<file path="src/rtl/mips_pkg.sv">
// mips_pkg: constants shared by the MIPS instruction encoder/loader and the
// opcode decoder.
//   - op_sel operation-class codes carried on the loader's input bus
//   - 6-bit primary opcodes of the supported instructions
//   - loader FSM state encoding
package mips_pkg;

    // Operation classes on op_sel; codes 9..15 are illegal.
    localparam logic [3:0] OPS_RTYPE = 4'd0;
    localparam logic [3:0] OPS_ADDI  = 4'd1;
    localparam logic [3:0] OPS_ANDI  = 4'd2;
    localparam logic [3:0] OPS_ORI   = 4'd3;
    localparam logic [3:0] OPS_LW    = 4'd4;
    localparam logic [3:0] OPS_SW    = 4'd5;
    localparam logic [3:0] OPS_BEQ   = 4'd6;
    localparam logic [3:0] OPS_LH    = 4'd7;
    localparam logic [3:0] OPS_LHU   = 4'd8;

    // Primary opcode field, instruction bits [31:26].
    localparam logic [5:0] OPC_RTYPE = 6'b000000;
    localparam logic [5:0] OPC_ADDI  = 6'b001000;
    localparam logic [5:0] OPC_ANDI  = 6'b001100;
    localparam logic [5:0] OPC_ORI   = 6'b001101;
    localparam logic [5:0] OPC_LW    = 6'b100011;
    localparam logic [5:0] OPC_SW    = 6'b101011;
    localparam logic [5:0] OPC_BEQ   = 6'b000100;
    localparam logic [5:0] OPC_LH    = 6'b100001;
    localparam logic [5:0] OPC_LHU   = 6'b100101;

    typedef enum logic [1:0] {
        ST_IDLE = 2'd0,
        ST_LOAD = 2'd1,
        ST_DONE = 2'd2
    } state_t;

endpackage

</file>
<file path="src/rtl/instr_encoder_loader_if.sv">
// instr_encoder_loader_if: instruction-input handshake plus the
// instruction-memory write port of the loader.
//
// Handshake: a beat transfers on a rising edge where in_valid and in_ready
// are both high. in_ready is a registered output of the loader that depends
// only on its state; the producer holds the fields and in_last stable while
// in_valid is high and in_ready is low.
//
//   master (producer / memory side): drives in_valid, in_last, op_sel, rs,
//     rt, rd, funct, imm; observes in_ready, mem_we, mem_addr, mem_wdata.
//   slave (loader): the reverse.
interface instr_encoder_loader_if #(
    parameter int ADDR_W = 8
);
    logic              in_valid;
    logic              in_ready;
    logic              in_last;
    logic [3:0]        op_sel;
    logic [4:0]        rs;
    logic [4:0]        rt;
    logic [4:0]        rd;
    logic [5:0]        funct;
    logic [15:0]       imm;
    logic              mem_we;
    logic [ADDR_W-1:0] mem_addr;
    logic [31:0]       mem_wdata;

    modport master (
        output in_valid, in_last, op_sel, rs, rt, rd, funct, imm,
        input  in_ready, mem_we, mem_addr, mem_wdata
    );

    modport slave (
        input  in_valid, in_last, op_sel, rs, rt, rd, funct, imm,
        output in_ready, mem_we, mem_addr, mem_wdata
    );
endinterface

</file>
<file path="src/rtl/instr_encode.sv">
// instr_encode: combinational MIPS instruction assembler.
//   op_sel, rs, rt, rd, funct, imm in : symbolic instruction fields
//   word                           out: 32-bit encoded instruction (0 if illegal)
//   illegal                        out: op_sel is not a supported class
// I-type words ignore rd and funct.
module instr_encode
    import mips_pkg::*;
(
    input  logic [3:0]  op_sel,
    input  logic [4:0]  rs,
    input  logic [4:0]  rt,
    input  logic [4:0]  rd,
    input  logic [5:0]  funct,
    input  logic [15:0] imm,
    output logic [31:0] word,
    output logic        illegal
);
    logic [5:0] opcode;
    logic       i_type;

    always_comb begin
        opcode  = OPC_RTYPE;
        i_type  = 1'b1;
        illegal = 1'b0;
        word    = 32'd0;
        case (op_sel)
            OPS_RTYPE: i_type = 1'b0;
            OPS_ADDI:  opcode = OPC_ADDI;
            OPS_ANDI:  opcode = OPC_ANDI;
            OPS_ORI:   opcode = OPC_ORI;
            OPS_LW:    opcode = OPC_LW;
            OPS_SW:    opcode = OPC_SW;
            OPS_BEQ:   opcode = OPC_BEQ;
            OPS_LH:    opcode = OPC_LH;
            OPS_LHU:   opcode = OPC_LHU;
            default: begin
                i_type  = 1'b0;
                illegal = 1'b1;
            end
        endcase
        if (i_type) begin
            word = {opcode, rs, rt, imm};
        end else if (!illegal) begin
            word = {OPC_RTYPE, rs, rt, rd, 5'b00000, funct};
        end
    end
endmodule

</file>
<file path="src/rtl/instr_encoder_loader.sv">
// instr_encoder_loader: accepts symbolic instructions, encodes them and writes
// them to instruction memory at consecutive word addresses from BASE_ADDR.
//   clk, rst  : clock, asynchronous active-high reset
//   start     : pulse that opens a load session (ignored while loading)
//   bus       : instruction handshake + memory write port (slave side)
//   count     : words written this session
//   busy      : session open (includes the final write cycle)
//   done      : session finished, held until next start
//   full      : session ended by reaching DEPTH words
//   err       : sticky, an illegal op_sel was accepted this session
//   state     : FSM state, for observation
module instr_encoder_loader
    import mips_pkg::*;
#(
    parameter int ADDR_W    = 8,
    parameter int DEPTH     = 256,
    parameter int BASE_ADDR = 0
) (
    input  logic                   clk,
    input  logic                   rst,
    input  logic                   start,
    instr_encoder_loader_if.slave  bus,
    output logic [ADDR_W:0]        count,
    output logic                   busy,
    output logic                   done,
    output logic                   full,
    output logic                   err,
    output state_t                 state
);
    localparam logic [ADDR_W-1:0] BASE    = ADDR_W'(BASE_ADDR);
    localparam logic [ADDR_W:0]   DEPTH_C = (ADDR_W + 1)'(DEPTH);

    logic [31:0]       word;
    logic              illegal;
    logic              accept;
    logic [ADDR_W-1:0] waddr;      // address the next legal word goes to
    logic              fin_pend;   // final beat accepted, close on next edge
    logic              fin_full;   // that final beat reached DEPTH
    logic [ADDR_W:0]   written_after;
    logic              hits_depth;

    instr_encode u_encode (
        .op_sel  (bus.op_sel),
        .rs      (bus.rs),
        .rt      (bus.rt),
        .rd      (bus.rd),
        .funct   (bus.funct),
        .imm     (bus.imm),
        .word    (word),
        .illegal (illegal)
    );

    assign accept = bus.in_valid & bus.in_ready;

    // count lags accepts by the write cycle, so the word in flight (mem_we)
    // is added when deciding whether this accept is the DEPTH-th one.
    assign written_after = count + (ADDR_W + 1)'(bus.mem_we) + (ADDR_W + 1)'(1);
    assign hits_depth    = !illegal && (written_after == DEPTH_C);

    always_ff @(posedge clk or posedge rst) begin
        if (rst) begin
            state         <= ST_IDLE;
            bus.in_ready  <= 1'b0;
            bus.mem_we    <= 1'b0;
            bus.mem_addr  <= BASE;
            bus.mem_wdata <= 32'd0;
            count         <= '0;
            busy          <= 1'b0;
            done          <= 1'b0;
            full          <= 1'b0;
            err           <= 1'b0;
            waddr         <= BASE;
            fin_pend      <= 1'b0;
            fin_full      <= 1'b0;
        end else begin
            bus.mem_we <= 1'b0;
            if (bus.mem_we) begin
                count <= count + 1'b1;
            end
            case (state)
                ST_IDLE, ST_DONE: begin
                    if (start) begin
                        state        <= ST_LOAD;
                        bus.in_ready <= 1'b1;
                        busy         <= 1'b1;
                        done         <= 1'b0;
                        full         <= 1'b0;
                        err          <= 1'b0;
                        count        <= '0;
                        waddr        <= BASE;
                    end
                end
                ST_LOAD: begin
                    if (fin_pend) begin
                        // End of the final write cycle (or the illegal last beat).
                        state    <= ST_DONE;
                        busy     <= 1'b0;
                        done     <= 1'b1;
                        full     <= fin_full;
                        fin_pend <= 1'b0;
                    end else if (accept) begin
                        if (illegal) begin
                            err <= 1'b1;
                        end else begin
                            bus.mem_we    <= 1'b1;
                            bus.mem_addr  <= waddr;
                            bus.mem_wdata <= word;
                            waddr         <= waddr + 1'b1;
                        end
                        if (bus.in_last || hits_depth) begin
                            bus.in_ready <= 1'b0;
                            fin_pend     <= 1'b1;
                            fin_full     <= hits_depth;
                        end
                    end
                end
                default: state <= ST_IDLE;
            endcase
        end
    end
endmodule

</file>
<file path="src/flat_wrapper.sv">
// flat-port wrapper written by rule: the top's interface ports become plain ports
module instr_encoder_loader_flat import mips_pkg::*;
#(
    parameter int ADDR_W    = 8,
    parameter int DEPTH     = 256,
    parameter int BASE_ADDR = 0
)
  (clk, rst, start, count, busy, done, full, err, state, bus_in_valid, bus_in_last, bus_op_sel, bus_rs, bus_rt, bus_rd, bus_funct, bus_imm, bus_in_ready, bus_mem_we, bus_mem_addr, bus_mem_wdata);
  instr_encoder_loader_if #(.ADDR_W(ADDR_W)) bus_i ();
  input  logic clk;
  input  logic rst;
  input  logic start;
  output logic [ADDR_W:0] count;
  output logic busy;
  output logic done;
  output logic full;
  output logic err;
  output state_t state;
  input wire logic [$bits(bus_i.in_valid)-1:0] bus_in_valid;
  input wire logic [$bits(bus_i.in_last)-1:0] bus_in_last;
  input wire logic [$bits(bus_i.op_sel)-1:0] bus_op_sel;
  input wire logic [$bits(bus_i.rs)-1:0] bus_rs;
  input wire logic [$bits(bus_i.rt)-1:0] bus_rt;
  input wire logic [$bits(bus_i.rd)-1:0] bus_rd;
  input wire logic [$bits(bus_i.funct)-1:0] bus_funct;
  input wire logic [$bits(bus_i.imm)-1:0] bus_imm;
  output wire logic [$bits(bus_i.in_ready)-1:0] bus_in_ready;
  output wire logic [$bits(bus_i.mem_we)-1:0] bus_mem_we;
  output wire logic [$bits(bus_i.mem_addr)-1:0] bus_mem_addr;
  output wire logic [$bits(bus_i.mem_wdata)-1:0] bus_mem_wdata;
  assign bus_i.in_valid = bus_in_valid;
  assign bus_i.in_last = bus_in_last;
  assign bus_i.op_sel = bus_op_sel;
  assign bus_i.rs = bus_rs;
  assign bus_i.rt = bus_rt;
  assign bus_i.rd = bus_rd;
  assign bus_i.funct = bus_funct;
  assign bus_i.imm = bus_imm;
  assign bus_in_ready = bus_i.in_ready;
  assign bus_mem_we = bus_i.mem_we;
  assign bus_mem_addr = bus_i.mem_addr;
  assign bus_mem_wdata = bus_i.mem_wdata;
  instr_encoder_loader #(.ADDR_W(ADDR_W), .DEPTH(DEPTH), .BASE_ADDR(BASE_ADDR)) u_core (.clk(clk), .rst(rst), .start(start), .bus(bus_i), .count(count), .busy(busy), .done(done), .full(full), .err(err), .state(state));
endmodule
</file>
<file path="config.mk">
export PLATFORM = sky130hd
export DESIGN_NAME = instr_encoder_loader_flat
export DESIGN_NICKNAME = d
export VERILOG_FILES = /design/src/rtl/mips_pkg.sv /design/src/rtl/instr_encoder_loader_if.sv /design/src/rtl/instr_encode.sv /design/src/rtl/instr_encoder_loader.sv /design/src/flat_wrapper.sv
export SDC_FILE = /design/constraint.sdc
export NUM_CORES = 1
export LEC_CHECK = 0
export BUFFER_PORTS_ARGS = -buffer_cell sky130_fd_sc_hd__buf_4
export CAP_MARGIN = 40
export CORE_MARGIN = 3
export CORE_UTILIZATION = 47
export DETAILED_ROUTE_END_ITERATION = 10
export HOLD_SLACK_MARGIN = 0.06
export PLACE_DENSITY = 0.86
export SYNTH_ARGS = -nofsm -noshare
export SYNTH_HDL_FRONTEND = slang
export SYNTH_HIERARCHICAL = 1
export SYNTH_SLANG_ARGS = --single-unit
export TNS_END_PERCENT = 50
</file>
<file path="constraint.sdc">
create_clock -name clk -period 1.95 [get_ports clk]
set_clock_uncertainty 0.1 [all_clocks]
set_input_delay 0.2925 -clock clk [delete_from_list [all_inputs] [get_ports clk]]
set_output_delay 0.2925 -clock clk [all_outputs]
set_load 0.02 [all_outputs]
</file>
**After elaboration in Yosys (flattened, before gate mapping)**

Index checks and enable logic that the tools add are counted.

- Register bits: 67
- Bits in writable memories: 0
- Output and inout bits: 57
- Latch bits: 0
- Input port bits: 46
- Memories kept: 0
- Bits in read-only memories: 0

- Multiply operators: 0
- $add $sub $neg: 4
- Divide/modulo/power cells: 0
- Mux-type cells: 37
- Reductions and logical operators: 15
- Shifts and indexed selects: 0
- Bitwise operators: 2
- Equal/unequal tests: 18
- Magnitude comparators: 0

Operators by type and width:

| cell | count |
|---|---|
| $pmux 6 s8 | 1 |
| $mux 32 | 1 |
| $mux 8 | 4 |
| $mux 9 | 3 |
| $mux 1 | 19 |
| $add 9x1->9 const B | 2 |
| $eq 4x3->1 const B | 4 |
| $pmux 8 s2 | 1 |
| $reduce_and 5->1 | 3 |
| $pmux 1 s2 | 5 |
| $add 9x1->9 | 1 |
| $eq 9x9->1 const B | 1 |
| $reduce_or 9->1 | 1 |
| $add 8x1->8 const B | 1 |
| $eq 4x2->1 const B | 2 |
| $ne 2x2->1 const B | 4 |
| $reduce_and 4->1 | 2 |
| $reduce_or 8->1 | 1 |
| $ne 2x1->1 const B | 3 |
| $eq 4x1->1 const B | 1 |
| $eq 4x4->1 const B | 1 |
| $logic_not 4->1 | 1 |
| $mux 2 | 2 |
| $pmux 2 s2 | 1 |
| other kinds (11) | 11 |

**Logic depth before layout (Yosys ltp)**

- Word-level depth: 9
- Mapped depth: 8
- Depth with buffers taken out: 8

**Modules after synthesis**

The synthesis kept the hierarchy.

By module, submodules not included:

| module | cells each | times used | area each (um^2) | seq. area each (um^2) |
|---|---|---|---|---|
| instr_encoder_loader | 231 | 1 | 2,929.1 | 1,676.6 |
| instr_encode | 73 | 1 | 561.8 | 0.0 |

**Least setup slack after synthesis**

OpenSTA, ideal clock, no wires.

- Path type: input-to-reg
- From: in bus_op_sel[1]
- To: reg u_core.bus.mem_addr[0]
- Data required time: 1.725 ns
- Library setup time: 0.125 ns
- Setup slack: -0.303 ns
- Cell stages on the path: 8
- Arrival: 2.028 ns
- Path through: buf_2 -> o31ai_4 -> clkbuf_1 -> inv_1 -> nand3b_1 -> nor3_2 -> buf_2 -> mux2_2

- Longest elaborated chain between the ends: 3

RTL lines:

| element | RTL line | source |
|---|---|---|
| from (decl) | flat_wrapper.sv:21 | `input wire logic [$bits(bus_i.op_sel)-1:0] bus_op_sel;` |
| $eq 4x4->1, or another cell as far along | instr_encode.sv:26 | `case (op_sel)` |
| $reduce_or 9->1 (no source line) (*) | n/a |  |
| $reduce_and 4->1 (no source line) (*) | n/a |  |
| to (signal assigned) | instr_encoder_loader.sv:106 | `bus.mem_addr <= waddr;` |
| to (decl) | instr_encoder_loader_if.sv:35 | `output in_ready, mem_we, mem_addr, mem_wdata` |

Every way passes the cells marked *; elsewhere a longest branch is shown, timed or not.
A chain may end at the register's enable or synchronous reset.

**Worst setup path after layout**

- From: reg u_core.count[0]
- To: reg u_core.bus.in_ready

- Longest elaborated chain between the ends: 7

RTL lines:

| element | RTL line | source |
|---|---|---|
| from (decl) | instr_encoder_loader.sv:23 | `output logic [ADDR_W:0] count,` |
| from (signal assigned) | instr_encoder_loader.sv:78 | `count <= count + 1'b1;` |
| $add 9x1->9 (2 in a row) | instr_encoder_loader.sv:57 | `assign written_after = count + (ADDR_W + 1)'(bus.mem_we) + (ADDR_W + 1)'(1);` |
| $eq 9x9->1 | instr_encoder_loader.sv:58 | `assign hits_depth = !illegal && (written_after == DEPTH_C);` |
| $logic_and 1x1->1 | instr_encoder_loader.sv:58 |  |
| $logic_or 1x1->1 | instr_encoder_loader.sv:110 | `if (bus.in_last \|\| hits_depth) begin` |
| $ne 2x1->1 (no source line) | n/a |  |
| $reduce_and 5->1 (no source line) | n/a |  |
| to (signal assigned) | instr_encoder_loader.sv:63 | `bus.in_ready <= 1'b0;` |
| to (signal assigned) | instr_encoder_loader.sv:84 | `bus.in_ready <= 1'b1;` |
| to (signal assigned) | instr_encoder_loader.sv:111 | `bus.in_ready <= 1'b0;` |
| to (decl) | instr_encoder_loader_if.sv:35 |  |

No other way between the ends.

==> flow_summary_export.csv <==
group,metric,value,unit
synth,synth.area.top_cells,"dfrtp_1 (48%), mux2_2 (10%), mux2i_1 (7.2%)",
critical_path,cp_max_fo,4,
drt,antenna_left,0,
global_route,grt_usage,0.203,
clock_tree,cts_sinks,67,
die,fp.coreArea,6980,um^2
global_route,antenna_found_initial,0,
clock_tree,clockRootBuffer,"clkbuf_8",
power_and_ir_drop,p_int,3.76,mW
clock_tree,path_clk_slew,0.08,ns
synth,yosysWarnings,6,
synth,synth.distinct_cells,57,
placed_design,dp_hpwl,6.21,mm
final_layout,fill_cells,532,
critical_path,worstSetupEndpointType,"flip-flop",
timing,maxSlewHeadroom,0.570,
timing,hold_viol,0,
synth,synthAdderAreaFrac,0.0143,
die,initial_core_util,0.500,
power_and_ir_drop,p_sw,2.11,mW
final_layout,flow.area_growth_from_synthesis,36.2,%
placed_design,portBuffers,102,
die,fp.dieW,92.2,um
synth,synth_edf_count,0,
drt,drt-vias-per-instance,5.32,
die,dieArea,8500,um^2
final_layout,insertedDiodeCount,0,
placed_design,place_area,4490,um^2
power_and_ir_drop,combinationalPowerShare,0.418,
power_and_ir_drop,vdd_drop_max,0.000828,V
drt,drt_pass1_iterations,4,
clock_tree,tritoncts,"built",
critical_path,cpMaxStageDelayCell,"or4_1",
timing,max_freq,0.520,GHz
clock_tree,cts_htree_levels,3,
placed_design,gp_congestion,0.830,
critical_path,start_kind,"flip-flop",
critical_path,arrival,2.05,ns
placed_design,place_worst_setup_slack,-0.248,ns
power_and_ir_drop,clockPowerShare,0.220,
drt,vias,2774,
min_path,hp-class,"primary input to flip-flop",
synth,yosysTopAreaCellShare,0.480,
global_route,grt_pass1_wl,13.8,mm
power_and_ir_drop,swShare,0.359,
power_and_ir_drop,power.density,1230,nW/um^2
critical_path,slowest_delay,0.41,ns
drt,drc,0,
final_layout,seqCellArea,1680,um^2
die,row_count,30,
synth,ys_async_sr_fraction,1.00,
drt,routedWlPerCell,16.3,um
synth,syn_area_per_cell,11.5,um^2
status,status,"completed",
critical_path,worstPathRequired,2.07,ns
synth,netlist_area,3490,um^2
final_layout,num-nets-final,470,
timing,slew_violations,0,
synth,synth_top_family_by_area,"multiplexers",
timing,final.setup.worst_slack,0.0274,ns
synth,synthSimpleGateAreaFrac,0.163,
synth,synth-compound-area-share,0.0839,
critical_path,cp.depth,6,
die,ios,103,
synth,synth.net_count,354,
die,die_h,92.2,um
clock_tree,cts-buffers-inserted,9,
placed_design,dp_cells,502,
synth,muxShareOfSynthArea,0.201,
global_route,grt_start_max_net_pins,43,
global_route,grt_pass1_vias,2867,
power_and_ir_drop,p_leak,2.36,nW
critical_path,critPathKind,"flip-flop to flip-flop",
critical_path,critPathTopFamily,"simple AND/OR/NAND/NOR gates",
timing,setup_viol,0,
final_layout,multiInputGateArea,1730,um^2
synth,synthCells,304,
synth,ys_ff_latch,67,
timing,rsz0062_at_grt,"yes",
drt,wirelength,8.47,mm
critical_path,ff2ff_path_depth,6,
critical_path,crit_chain,"inv_1, ha_2, and3b_2, or4_1, a32o_2, o21ba_1",
final_layout,final_cell_area,4750,um^2
timing,fin_crit_sh,0.986,
drt,drt-initial-drc-count,152,
final_layout,instances_no_fill,521,
synth,yosysTopAreaCell,"dfrtp_1",
power_and_ir_drop,p_total,5.86,mW
timing,period_minus_slack,1.92,ns
flow_run,maxCapViolations,0,
timing,whs,0.132,ns
critical_path,critPathBufInv,1,
global_route,overflow,0,
final_layout,drive_gt1_frac,0.452,
clock_tree,clk_latency,0.34,ns
clock_tree,clock_path_buffers,2,
power_and_ir_drop,pwr-share-seq,0.362,
synth,synth_xor_area_frac,0.0176,
min_path,hold_depth,3,
synth,synth_seq_area_share,0.480,
synth,yosys_most_used_dff,"dfrtp_1",
timing,worst_pin_slew,0.643,ns
[synthesized netlist by cell type, types with 3 or more instances]
| cell | number |
|---|---|
| a21oi_1 | 8 |
| and2_1 | 11 |
| and3_1 | 5 |
| buf_2 | 10 |
| buf_6 | 3 |
| clkbuf_1 | 3 |
| dfrtp_1 | 67 |
| ha_1 | 4 |
| inv_1 | 8 |
| mux2_1 | 8 |
| mux2_2 | 32 |
| mux2i_1 | 25 |
| nand2_1 | 14 |
| nand2b_1 | 17 |
| nand3_1 | 3 |
| nand4_1 | 5 |
| nor2_1 | 10 |
| nor2b_1 | 3 |
| o21ai_0 | 11 |
| o21ai_1 | 3 |
| or3_1 | 6 |
| or4_1 | 3 |
| xor2_1 | 5 |
[stage by stage]
| step | setup TNS (ns) | util |
|---|---|---|
| after floorplan | -6.17 | - |
| after global placement | -4.99 | 0.643 |
| after detailed placement | -7.37 | 0.643 |
| after CTS | 0 | 0.678 |
| after global routing | -0.0277 | 0.681 |
| final | 0 | 0.681 |
[worst reg2reg max path: stages (launching register included)]
cell	delay, ns
dfrtp_1	0.38
inv_1	0.06
ha_2	0.17
and3b_2	0.23
or4_1	0.41
a32o_2	0.28
o21ba_1	0.18
[power groups by stage]
stage | Sequential (mW) | Clock (mW) | Combinational, mW
floorplan | 2.58 | 0 | 0.938
global placement | 2.12 | 0 | 2.37
detailed placement | 2.14 | 0 | 2.44
CTS | 2.12 | 1.32 | 2.46
global route | 2.18 | 1.39 | 2.61
finish | 2.12 | 1.29 | 2.45
[cells by family (layout without fill, tap and decap cells)]
kind of cell    Yosys count  after routing
mux                      65             65
fa+ha+maj                 4              4
flops                    67             67
xor+xnor                  7              7
compound gates           41             41
buf+inv                  26            147
other cells               1              1
simple gates             93             93
[path summary, 6_finish.rpt]
path	start	endpoint	slack, ns
hold reg to reg	u_core/bus.mem_wdata[8]	u_core/bus.mem_wdata[8]	0.39
setup / recovery	u_core/count[0]	u_core/bus.in_ready	0.03
max in group asynchronous	rst	u_core/bus.mem_wdata[16]	0.74
min in group asynchronous	rst	u_core/count[2]	0.50
hold / removal	start	u_core/state[1]	0.13
setup reg to reg	u_core/count[0]	u_core/bus.in_ready	0.03
[final cells by class]
class / instances / area share
Sequential cell: 67 / 0.353
Timing Repair Buffer: 123 / 0.203
Multi-Input combinational cell: 211 / 0.364
Clock buffer: 9 / 0.0261
Inverter: 8 / 0.00763
Clock inverter: 7 / 0.0213
Tap cell: 96 / 0.0253
[placed cells by master, fill, tap and decap left out, drive strengths merged, types with 3 or more instances in the layout]
cell type and n:
nor2b 3, a21oi 8, or4 4, xor2 5, and3b 3, mux2 40, and3 6, ha 4
and2 11, nor2 10, or3 7, clkinvlp 3, buf 122, nand2b 17, nand3 3, inv 8
dfrtp 67, mux2i 25, nand4 5, nand2 14, o21ai 14, clkbuf 9
[metal layers]
| metal | routed length, um | track usage | up-vias |
|---|---|---|---|
| li1 | - | - | 1318 |
| met3 | 537 | 0.0509 | 2 |
| met1 | 3630 | 0.264 | 1349 |
| met2 | 4290 | 0.342 | 105 |
| met4 | 8 | 0.0446 | 0 |
| met5 | 0 | 0 | - |
[sequential cells by signal, indices dropped and copies added, names as in the netlist]
| signal | flops |
|---|---|
| u_core/err | 1 |
| u_core/bus.in_ready | 1 |
| u_core/waddr | 8 |
| u_core/done | 1 |
| u_core/full | 1 |
| u_core/count | 9 |
| u_core/bus.mem_wdata | 32 |
| u_core/bus.mem_addr | 8 |
| u_core/busy | 1 |
| u_core/fin_full | 1 |
| u_core/state | 2 |
| u_core/fin_pend | 1 |
| u_core/bus.mem_we | 1 |
[repair_timing]
item / CTS / global route
gates resized for setup: 1 / 4
hold buffers: 1 / 0
endpoints found under the hold margin: 25 / 0
endpoints found under the setup margin: 1 / 4
gates cloned: 0 / 0
setup buffers: 0 / 2
pin swaps: 0 / 1
Power figures use the tool's default switching activity.
